[src/rtl/muxn_pkg.sv]
// Shared types and limits for the parametrised result-select pipeline.
package muxn_pkg;

  typedef enum logic [1:0] {
    EMPTY = 2'd0,
    ONE   = 2'd1,
    FULL  = 2'd2
  } buf_state_t;

  localparam int unsigned MAX_NUM_IN = 16;

endpackage

[src/rtl/muxn_sel.sv]
// Combinational N:1 selector; out-of-range selects clamp to the last input and flag sel_err_o.
module muxn_sel
  import muxn_pkg::*;
#(
  parameter int unsigned WIDTH  = 32,
  parameter int unsigned NUM_IN = 3,
  parameter int unsigned SEL_W  = $clog2(NUM_IN)
) (
  input  logic [NUM_IN*WIDTH-1:0] in_data_i,
  input  logic [SEL_W-1:0]        sel_i,
  output logic [WIDTH-1:0]        data_o,
  output logic                    sel_err_o
);

  logic [31:0] sel_ext;

  always_comb begin
    sel_ext   = 32'(sel_i);
    sel_err_o = (sel_ext >= NUM_IN);
    data_o    = in_data_i[(NUM_IN-1)*WIDTH +: WIDTH];
    for (int i = 0; i < int'(NUM_IN) - 1; i++) begin
      if (sel_ext == 32'(i)) begin
        data_o = in_data_i[i*WIDTH +: WIDTH];
      end
    end
  end

endmodule

[src/rtl/muxn_pipe.sv]
// N-input selector with a registered, valid/ready output stage backed by a 2-entry skid buffer
// and a saturating count of out-of-range selects.
module muxn_pipe
  import muxn_pkg::*;
#(
  parameter int unsigned WIDTH     = 32,
  parameter int unsigned NUM_IN    = 3,
  parameter int unsigned SEL_W     = $clog2(NUM_IN),
  parameter int unsigned ERR_CNT_W = 8
) (
  input  logic                    clk,
  input  logic                    rst_n,
  input  logic [NUM_IN*WIDTH-1:0] in_data,
  input  logic [SEL_W-1:0]        in_sel,
  input  logic                    in_valid,
  output logic                    in_ready,
  output logic [WIDTH-1:0]        out_data,
  output logic                    out_sel_err,
  output logic                    out_valid,
  input  logic                    out_ready,
  output logic [ERR_CNT_W-1:0]    err_cnt,
  input  logic                    err_cnt_clr
);

  buf_state_t           state_q, state_d;
  logic [WIDTH-1:0]     main_data_q, main_data_d;
  logic                 main_err_q, main_err_d;
  logic [WIDTH-1:0]     skid_data_q, skid_data_d;
  logic                 skid_err_q, skid_err_d;
  logic [ERR_CNT_W-1:0] err_cnt_q, err_cnt_d;

  logic [WIDTH-1:0] sel_data;
  logic             sel_err;
  logic             in_xfer;
  logic             out_xfer;

  muxn_sel #(
    .WIDTH  (WIDTH),
    .NUM_IN (NUM_IN),
    .SEL_W  (SEL_W)
  ) u_sel (
    .in_data_i (in_data),
    .sel_i     (in_sel),
    .data_o    (sel_data),
    .sel_err_o (sel_err)
  );

  // Ready comes from registered state only, so out_ready never reaches in_ready combinationally.
  assign in_ready    = (state_q != FULL);
  assign out_valid   = (state_q != EMPTY);
  assign out_data    = main_data_q;
  assign out_sel_err = main_err_q;
  assign err_cnt     = err_cnt_q;

  assign in_xfer  = in_valid & in_ready;
  assign out_xfer = out_valid & out_ready;

  always_comb begin
    state_d     = state_q;
    main_data_d = main_data_q;
    main_err_d  = main_err_q;
    skid_data_d = skid_data_q;
    skid_err_d  = skid_err_q;
    unique case (state_q)
      EMPTY: begin
        if (in_xfer) begin
          main_data_d = sel_data;
          main_err_d  = sel_err;
          state_d     = ONE;
        end
      end
      ONE: begin
        if (in_xfer && out_xfer) begin
          main_data_d = sel_data;
          main_err_d  = sel_err;
        end else if (out_xfer) begin
          state_d = EMPTY;
        end else if (in_xfer) begin
          skid_data_d = sel_data;
          skid_err_d  = sel_err;
          state_d     = FULL;
        end
      end
      FULL: begin
        if (out_xfer) begin
          main_data_d = skid_data_q;
          main_err_d  = skid_err_q;
          state_d     = ONE;
        end
      end
      default: state_d = EMPTY;
    endcase
  end

  always_comb begin
    err_cnt_d = err_cnt_q;
    if (err_cnt_clr) begin
      err_cnt_d = '0;
    end else if (in_xfer && sel_err && (err_cnt_q != {ERR_CNT_W{1'b1}})) begin
      err_cnt_d = err_cnt_q + 1'b1;
    end
  end

  always_ff @(posedge clk or negedge rst_n) begin
    if (!rst_n) begin
      state_q     <= EMPTY;
      main_data_q <= '0;
      main_err_q  <= 1'b0;
      skid_data_q <= '0;
      skid_err_q  <= 1'b0;
      err_cnt_q   <= '0;
    end else begin
      state_q     <= state_d;
      main_data_q <= main_data_d;
      main_err_q  <= main_err_d;
      skid_data_q <= skid_data_d;
      skid_err_q  <= skid_err_d;
      err_cnt_q   <= err_cnt_d;
    end
  end

endmodule
[config.mk]
export PLATFORM = sky130hd
export DESIGN_NAME = muxn_pipe
export DESIGN_NICKNAME = d
export VERILOG_FILES = /design/src/rtl/muxn_pkg.sv /design/src/rtl/muxn_sel.sv /design/src/rtl/muxn_pipe.sv
export SDC_FILE = /design/constraint.sdc
export NUM_CORES = 1
export LEC_CHECK = 0
export CAP_MARGIN = 20
export CORE_ASPECT_RATIO = 0.75
export CORE_MARGIN = 5
export CORE_UTILIZATION = 45
export CTS_CLUSTER_DIAMETER = 200
export DETAILED_ROUTE_END_ITERATION = 8
export GPL_TIMING_DRIVEN = 0
export PLACE_DENSITY = 0.83
export SETUP_SLACK_MARGIN = 0.5
export SLEW_MARGIN = 30
export SYNTH_ARGS = -nofsm -noshare
export SYNTH_HDL_FRONTEND = slang
export SYNTH_SLANG_ARGS = --single-unit
[constraint.sdc]
create_clock -name clk -period 2.1 [get_ports clk]
set_input_delay 0.21 -clock clk [delete_from_list [all_inputs] [get_ports clk]]
set_output_delay 0.21 -clock clk [all_outputs]
set_load 0.005 [all_outputs]
Word level (Yosys, flattened, before mapping)
Index checks and enable logic that the tools add are counted.
{ "op_classes": {"reduce_logical": 11, "order_cmp": 1, "bitwise_logic": 4, "eq_ne": 10, "addsub": 1, "mux": 18} }
{ "op_table": {"columns": ["op", "n"], "rows": [
  ["two-way mux 32 bit", 5],
  ["case mux 32 bit (3 select lines)", 1],
  ["two-way mux 8 bit", 2],
  ["AND reduction 4 bit", 3],
  ["two-way mux 2 bit", 5],
  ["inequality test 2 bit (second input constant)", 5],
  ["adder 8 x 1 -> 8 bit (second input constant)", 1],
  ["inequality test 8 bit (second input constant)", 1],
  ["case mux 2 bit (3 select lines)", 1],
  ["== test 2 x 1 -> 1 bit (second input constant)", 2],
  ["logical NOT 2 bit", 2],
  ["nonzero test 2 bit", 2],
  ["logical AND 1 bit", 3],
  ["two-way mux 1 bit", 3],
  ["inequality test 3 bit (second input constant)", 1],
  ["case mux 1 bit (3 select lines)", 1],
  ["nonzero test 3 bit", 1],
  ["AND 1 bit", 2],
  ["== test 2 bit (second input constant)", 1],
  ["greater-or-equal comparator 2 bit (second input constant)", 1],
  ["inverter 1 bit", 2]
]} }
{ "totals": {"wordCells": 51, "register_bits": 76} }

Logic depth before layout (Yosys ltp)
Gate-level depths: netlist (run 1).
{ "depth": {"ltp_word": 6, "ltp_mapped": 7, "mapped_depth_nobuf": 5} }

By module
Synthesis (run 1) repeated with hierarchy kept, for this count alone.
{ "unflattened": {"hier_cells": 417, "area_unflattened_um2": 3976.3} }
{ "by_module_without_submodules": {"columns": ["mod", "n_inst", "cells_per_inst", "area_each_um2"], "rows": [
  ["muxn_pipe", 1, 309, 3264.4],
  ["muxn_sel", 1, 108, 711.9]
]} }

Worst setup path after synthesis (run 1)
Ideal clock, no wire load.
{ "synth_path": {"kind": "reg2reg", "start": "register err_cnt_q[0], in the netlist err_cnt[0]", "end": "register err_cnt_q[4], in the netlist err_cnt[4]", "path_stages_with_launch": 7, "setup_time_ns": 0.078, "required_time_ns": 2.022, "t_arrival_ns": 1.463, "n_path_buf": 1, "path_slack_ns": 0.559, "cell_sequence": "dfrtp_1 -> ha_1 -> nand3_1 -> o211ai_4 -> buf_6 -> or3_1 -> a21oi_1"} }
{ "synth_via": {"elab_chain_len": 3, "word_cells_on_any_way": 6, "cone_classes": "add/sub (1); eq/ne (1); mux (2); reduce/logical (2)"} }
{ "synth_rtl": {"columns": ["item", "line_no", "text"], "rows": [
  ["start, declared", "muxn_pipe.sv:30", "logic [ERR_CNT_W-1:0] err_cnt_q, err_cnt_d;"],
  ["start signal, assigned", "muxn_pipe.sv:118", "err_cnt_q <= err_cnt_d;"],
  ["adder 8 x 1 -> 8 bit / inequality test 8 bit (equally long branches)", "muxn_pipe.sv:100, muxn_pipe.sv:99", null],
  ["two-way mux 8 bit / logical AND 1 bit (equally long branches)", "muxn_pipe.sv:99", "end else if (in_xfer && sel_err && (err_cnt_q != {ERR_CNT_W{1'b1}})) begin"],
  ["two-way mux 8 bit / nonzero test 2 bit (equally long branches)", null, null]
]} }
Several ways; a longest one is shown, not always the timed one. The select of a mux whose other input is x is not followed.
A chain may end at the register's enable or synchronous reset.

Worst setup path in the final report (run 1)
{ "layout_path": {"start": "register err_cnt_q[0], in the netlist err_cnt[0]", "end": "output port err_cnt[0]"} }
{ "layout_lines": {"columns": ["item", "line_no", "text"], "rows": [
  ["end, declared", "muxn_pipe.sv:21", "output logic [ERR_CNT_W-1:0] err_cnt,"]
]} }
No word-level cell between the ends.

==> reports/metrics.yaml, run 1 <==
clock_tree:
  cts.sinks: 76
  cts_tree: "done"
  clockBufferDepth: 2
  cts_inserted_buffers: 9
  clockRootBuffer: "clkbuf_16"
  h-tree-depth: 3
  clkTransAtPathRegs_ns: 0.06
  clk_latency_ns: 0.33
worst_hold_path:
  hold_class: "in -> reg"
synthesis:
  yosysUniqueCellTypes: 31
  syn_area_sq_um: 3940
  synth_edf_count: 0
  synth_ff_type: "dfrtp_1"
  syn_inst: 437
  syn-num-nets: 541
  synth_seq_area_share: 0.483
  yosysWarningCount: 0
  synth_area_per_cell_sq_um: 9.02
  yosys_register_bits: 76
  synthArstFlopShare: 1.00
setup_path:
  required_ns: 1.89
  path_max_fanout: 3
  worstSetupPathType: "reg -> out"
  r2r_setup_slack_ns: 0.53
  arrival_ns: 1.38
  cp-start-kind: "flop"
  worstSetupEndpointType: "primary output"
placement:
  dpl.hpwl_microns: 9060
  placed_cell_area_sq_um: 5530
  place_ws_ns: -0.201
  port_buffers: 143
  gp_congestion: 0.776
  place_inst: 689
global_routing:
  grt_pass1_vias: 4107
  track_usage: 0.230
  grt_pass1_wl_microns: 20300
  antenna_found_initial: 0
  grt_max_degree: 51
  grt_overflow: 0
layout:
  nNetsFinal: 706
  mostFrequentLayoutCells: "140 x clkdlybuf4s50_1, 91 x nand2_1, 75 x dfrtp_1, 56 x nor2_1, 34 x mux2i_1"
  final_common_cell: "clkdlybuf4s50_1"
  final_util: 0.719
  fin_area_sq_um: 6100
  antenna_cells: 0
  drive_above_1_share: 0.116
  instances_no_fill: 714
  syn2layout_area_growth_pct: 54.9
timing:
  holdWs_ns: 0.266
  final.setup_skew_ns: 0.0104
  setup_viol_count_final: 0
  worst_slew_pin_slew_ns: 0.527
  fin_crit_sh: 0.759
  max_slew_margin: 0.649
  fmax_mhz: 627
  final_hold_viol_count: 0
  maxSlewViolCount: 0
  fin_crit_ns: 1.59
  grt_setup_unrepaired: "true"
  post-route-worst-setup-slack_ns: 0.505
  setup_tns_ns: 0
run_status:
  status: "finished clean"
routing:
  dr.first_iter.drc_count: 159
  drc: 0
  dr_total_vias: 3869
  postRouteAntennaNets: 0
  viasPerCell: 5.42
  dr.pass1.iters: 4
  post_drt_wl_per_cell_microns: 17.4
  totalWireLength_microns: 12400
floorplanning:
  core-area_sq_um: 8490
  initial_utilization: 0.464
  die_w_microns: 118
  io_pins: 146
  dieHeight_microns: 91.0
  row_count: 29
  dieArea_sq_um: 10700
power:
  swShare: 0.275
  power_density_nw_per_um2: 929
  internal_power_mw: 4.11
  p_comb_frac: 0.297
  power.share.clock: 0.311
  power.switching_mw: 1.56
  p_leak_nw: 2.65
  vdd_drop_max_mv: 0.533
  power.total_mw: 5.67
  pwr-share-seq: 0.391
run:
  drv_cap: 0
[registers in the layout, indices dropped and copies added (netlist names)]
name         count
out_data        32
skid_data_q     32
err_cnt          8
state_q          2
out_sel_err      1
skid_err_q       1
[synth_stat cells (all sizes together) (3+ instances only)]
master   n  area share
dfrtp   76        0.48
a31oi   33       0.052
or4      3      0.0057
nand3    5      0.0064
mux2    22       0.063
buf     15       0.023
or3      3      0.0048
mux2i   34       0.086
clkbuf  16       0.015
o31ai    3      0.0057
and2    10       0.016
nor2b    3      0.0048
o21ai   47       0.060
a21oi    8       0.010
nor2    56       0.053
nand2   92       0.088
[worst paths after layout]
path	depth (start not counted)	end	startpoint
setup / recovery	2	err_cnt[0]	err_cnt[0]
max in group asynchronous	3	out_data[27]	rst_n
hold reg to reg	2	skid_data_q[3]	skid_data_q[3]
setup reg to reg	5	skid_data_q[31]	state_q[1]
min in group asynchronous	2	out_data[10]	rst_n
hold / removal	2	err_cnt[1]	err_cnt_clr
[final cells by class]
| type | count | area (sq um) |
|---|---|---|
| clock inverter | 4 | 97.6 |
| tap | 108 | 135 |
| buffer | 31 | 223 |
| inverter | 2 | 20.0 |
| fill | 659 | 2390 |
| clock buffer | 11 | 243 |
| sequential | 76 | 1900 |
| timing repair buffer | 154 | 1540 |
| multi-input combinational | 328 | 1940 |
[metal layers]
| layer | up-vias | wire [microns] | global-route usage |
|---|---|---|---|
| met5 | - | 0 | 0 |
| li1 | 1831 | - | - |
| met2 | 164 | 5880 | 0.379 |
| met3 | 21 | 1110 | 0.0770 |
| met1 | 1853 | 5190 | 0.290 |
| met4 | 0 | 212 | 0.0707 |
[power by group through the flow]
stage	clock, mW	combinational (mW)	sequential [mW]
2_1_floorplan	0	0.684	2.20
3_3_place_gp	0	1.52	2.21
3_5_place_dp	0	1.58	2.23
4_1_cts	1.78	1.64	2.21
5_1_grt	1.85	1.85	2.27
6_report	1.77	1.69	2.22
[critical path, stage by stage, from the launching register on]
cell             delay (ns)
dfrtp_1                0.41
buf_4                  0.15
clkdlybuf4s50_1        0.49
[repair_timing]
action	in CTS	in global routing
endpoints found under the hold margin	26	0
setup endpoints to repair	71	65
gates resized for setup	27	36
hold buffers	1	0
setup buffers	5	2
pin swaps	2	1
gates cloned	0	2
[cell families after synthesis]
logic type	count (synthesis)	share of synthesized area
simple gates	177	0.187
compound gates	93	0.135
flops	76	0.483
mux	56	0.149
buf+inv	33	0.0410
xor+xnor	1	0.00222
fa+ha+maj	1	0.00318
(Power assumes the default switching activity.)
==> run 2: changes to the inputs <==
CORE_UTILIZATION = 40   (was 45)
PLACE_DENSITY = 0.78   (was 0.83)
clock period = 1.3 ns   (was 2.1 ns; I/O delays follow)
==> run 2 against run 1 <==
The flow now finishes with violations (hold timing, setup timing). Core utilization is 0.069 points higher. Final cell count up 11%. Die area is 11% higher. Sequential share of layout area is 3.8 points lower. Sequential power is 64% higher. Final area grew 14%. Sequential cell count unchanged. Clock power increased by 62%. Total power up 78%. Hold slack lost 0.52 ns. Critical path type is now reg -> reg. Largest power group unchanged.
==> reports/metrics.yaml, run 2 (synthesis gave the netlist of run 1 again) <==
floorplanning:
  initial_utilization: 0.408  # -0.0561
  die_w_microns: 125  # +5.6%
  core-area_sq_um: 9660  # +14%
  dieHeight_microns: 96.0  # +5.4%
  dieArea_sq_um: 12000  # +11%
  row_count: 31  # +6.9%
  io_pins: 146  # unchanged
setup_path:
  startpoint: "err_cnt[0]"
  worstSetupPathType: "reg -> reg"
  path_max_fanout: 6  # +3
  required_ns: 1.56  # -0.33 ns
  arrival_ns: 1.82  # +0.44 ns
  r2r-start: "err_cnt[0]"
  cp-start-kind: "flop"
  worstSetupEndpointType: "flop"
routing:
  wirelength_met1_microns: 6270  # +21%
  met3_length_microns: 958  # -14%
  drc: 0  # unchanged
  route.met2.wl_microns: 7290  # +24%
  viasPerCell: 5.23  # -3.5%
  dr.first_iter.drc_count: 248  # +56%
  dr_total_vias: 4163  # +7.6%
  postRouteAntennaNets: 0  # unchanged
  dr.pass1.iters: 5  # +1
  routed.top_layer: "met4"
  totalWireLength_microns: 14600  # +18%
  post_drt_wl_per_cell_microns: 18.4  # +6.0%
layout:
  nFillCells: 683  # +3.6%
  nNetsFinal: 764  # +8.2%
  mostFrequentLayoutCells: "98 x clkdlybuf4s50_1, 80 x nand2_1, 73 x dfrtp_1, 54 x nor2_1, 52 x buf_4"
  antenna_cells: 0  # unchanged
  final_common_cell: "clkdlybuf4s50_1"
  instances_no_fill: 796  # +11%
  syn2layout_area_growth_pct: 76.4
  drive_above_1_share: 0.337  # +0.222
power:
  power_density_nw_per_um2: 1450  # +56%
  vdd_drop_max_mv: 0.800  # +50%
  p_leak_nw: 3.21  # +21%
clock_tree:
  clkTransAtPathRegs_ns: 0.06  # about the same
  clockBufferDepth: 2  # unchanged
  clockRootBuffer: "clkbuf_16"
  h-tree-depth: 3  # unchanged
  cts_inserted_buffers: 9  # unchanged
  clk_latency_ns: 0.34  # about the same
  cts_tree: "done"
  cts.sinks: 76  # unchanged
timing:
  worst_slew_pin_slew_ns: 0.519  # -0.00785 ns
  final.setup_skew_ns: 0.00998  # -0.000463 ns
  grt_setup_unrepaired: "true"
  max_slew_margin: 0.654  # +0.00523
  fin_crit_sh: 1.20
  post-route-worst-setup-slack_ns: -0.262  # -0.767 ns
  setup_tns_ns: -15.16  # -15.16 ns
  fmax_mhz: 640
  setup_viol_count_final: 76  # +76
  maxSlewViolCount: 0  # unchanged
  holdWs_ns: -0.254  # -0.520 ns
  fin_crit_ns: 1.56
  final_hold_viol_count: 32  # +32
global_routing:
  track_usage: 0.228  # -0.00196
  grt_overflow: 0  # unchanged
  grt_pass1_wl_microns: 21700  # +6.8%
  grt_max_degree: 45  # -12%
  grt_pass1_vias: 4186  # +1.9%
  antenna_found_initial: 0  # unchanged
run:
  drv_cap: 0  # unchanged
placement:
  dpl.hpwl_microns: 9110  # +0.47%
  place_inst: 713  # +3.5%
  port_buffers: 143  # unchanged
  gp_congestion: 0.838  # +8.1%
worst_hold_path:
  hold_class: "in -> async"
run_status:
  status: "finished, violations left"
  violations: "hold timing, setup timing"
## run 2: worst paths after layout
kind	end	slack (ns)	cells after the start
worst min-delay path	out_data[10]	-0.25	1
worst min register to register	skid_data_q[26]	0.51	1
worst max register to register	err_cnt[5]	-0.26	5
min in group clk	err_cnt[1]	0.21	2
worst max-delay path	err_cnt[5]	-0.26	5
max in group asynchronous	state_q[0]	0.95	2
## run 2: what timing repair did
item                                    4_1_cts  5_1_grt
buffers inserted                             39       23
resized for setup                           269       55
pin swaps                                    17        6
endpoints found under the setup margin      119      119
hold endpoints to repair                     32       32
cloned                                        6        0
## run 2: metal layers
layer | track usage | up-vias
met5 | 0 | -
met4 | 0.0575 | 0
met3 | 0.0621 | 12
met2 | 0.398 | 165
met1 | 0.286 | 2031
li1 | - | 1955
## run 2: critical path, cell delays in order (launching register included)
cell and delay (ns):
dfrtp_1 0.40, ha_2 0.21, nand3_2 0.11, o211ai_4 0.12
or4_4 0.51, a21oi_2 0.13
## run 2: area by class of cell
class / instances / area (sq um) / area share
well taps: 132 / 165 / 0.0238
multi-input cells: 328 / 2200 / 0.317
repair buffers: 212 / 1980 / 0.285
clock buffers: 11 / 233 / 0.0335
plain buffers: 31 / 345 / 0.0497
inverters: 2 / 20.0 / 0.00288
clock inverters: 4 / 98.8 / 0.0142
flip-flops and latches: 76 / 1910 / 0.274
## run 2: power breakdown
group          total (mW)  switching [mW]  internal (mW)
Combinational        3.59            1.45           2.14
Clock                2.87           0.995           1.87
Sequential           3.64           0.489           3.15
Total                10.1            2.93           7.16
## run 2: per-stage QoR
stage | setup WS, ns | utilization | area, sq um | hold slack, ns | total power [mW]
detailed placement | -0.925 | 0.581 | 5620 | 0.113 | 6.21
global placement | -2.54 | 0.579 | 5590 | 0.461 | 6.08
global route | -0.325 | 0.720 | 6950 | -0.211 | 10.5
finish | -0.262 | 0.720 | 6950 | -0.254 | 10.1
CTS | -0.228 | 0.679 | 6560 | -0.239 | 9.55
floorplan | -0.147 | - | 3990 | -0.166 | 4.70
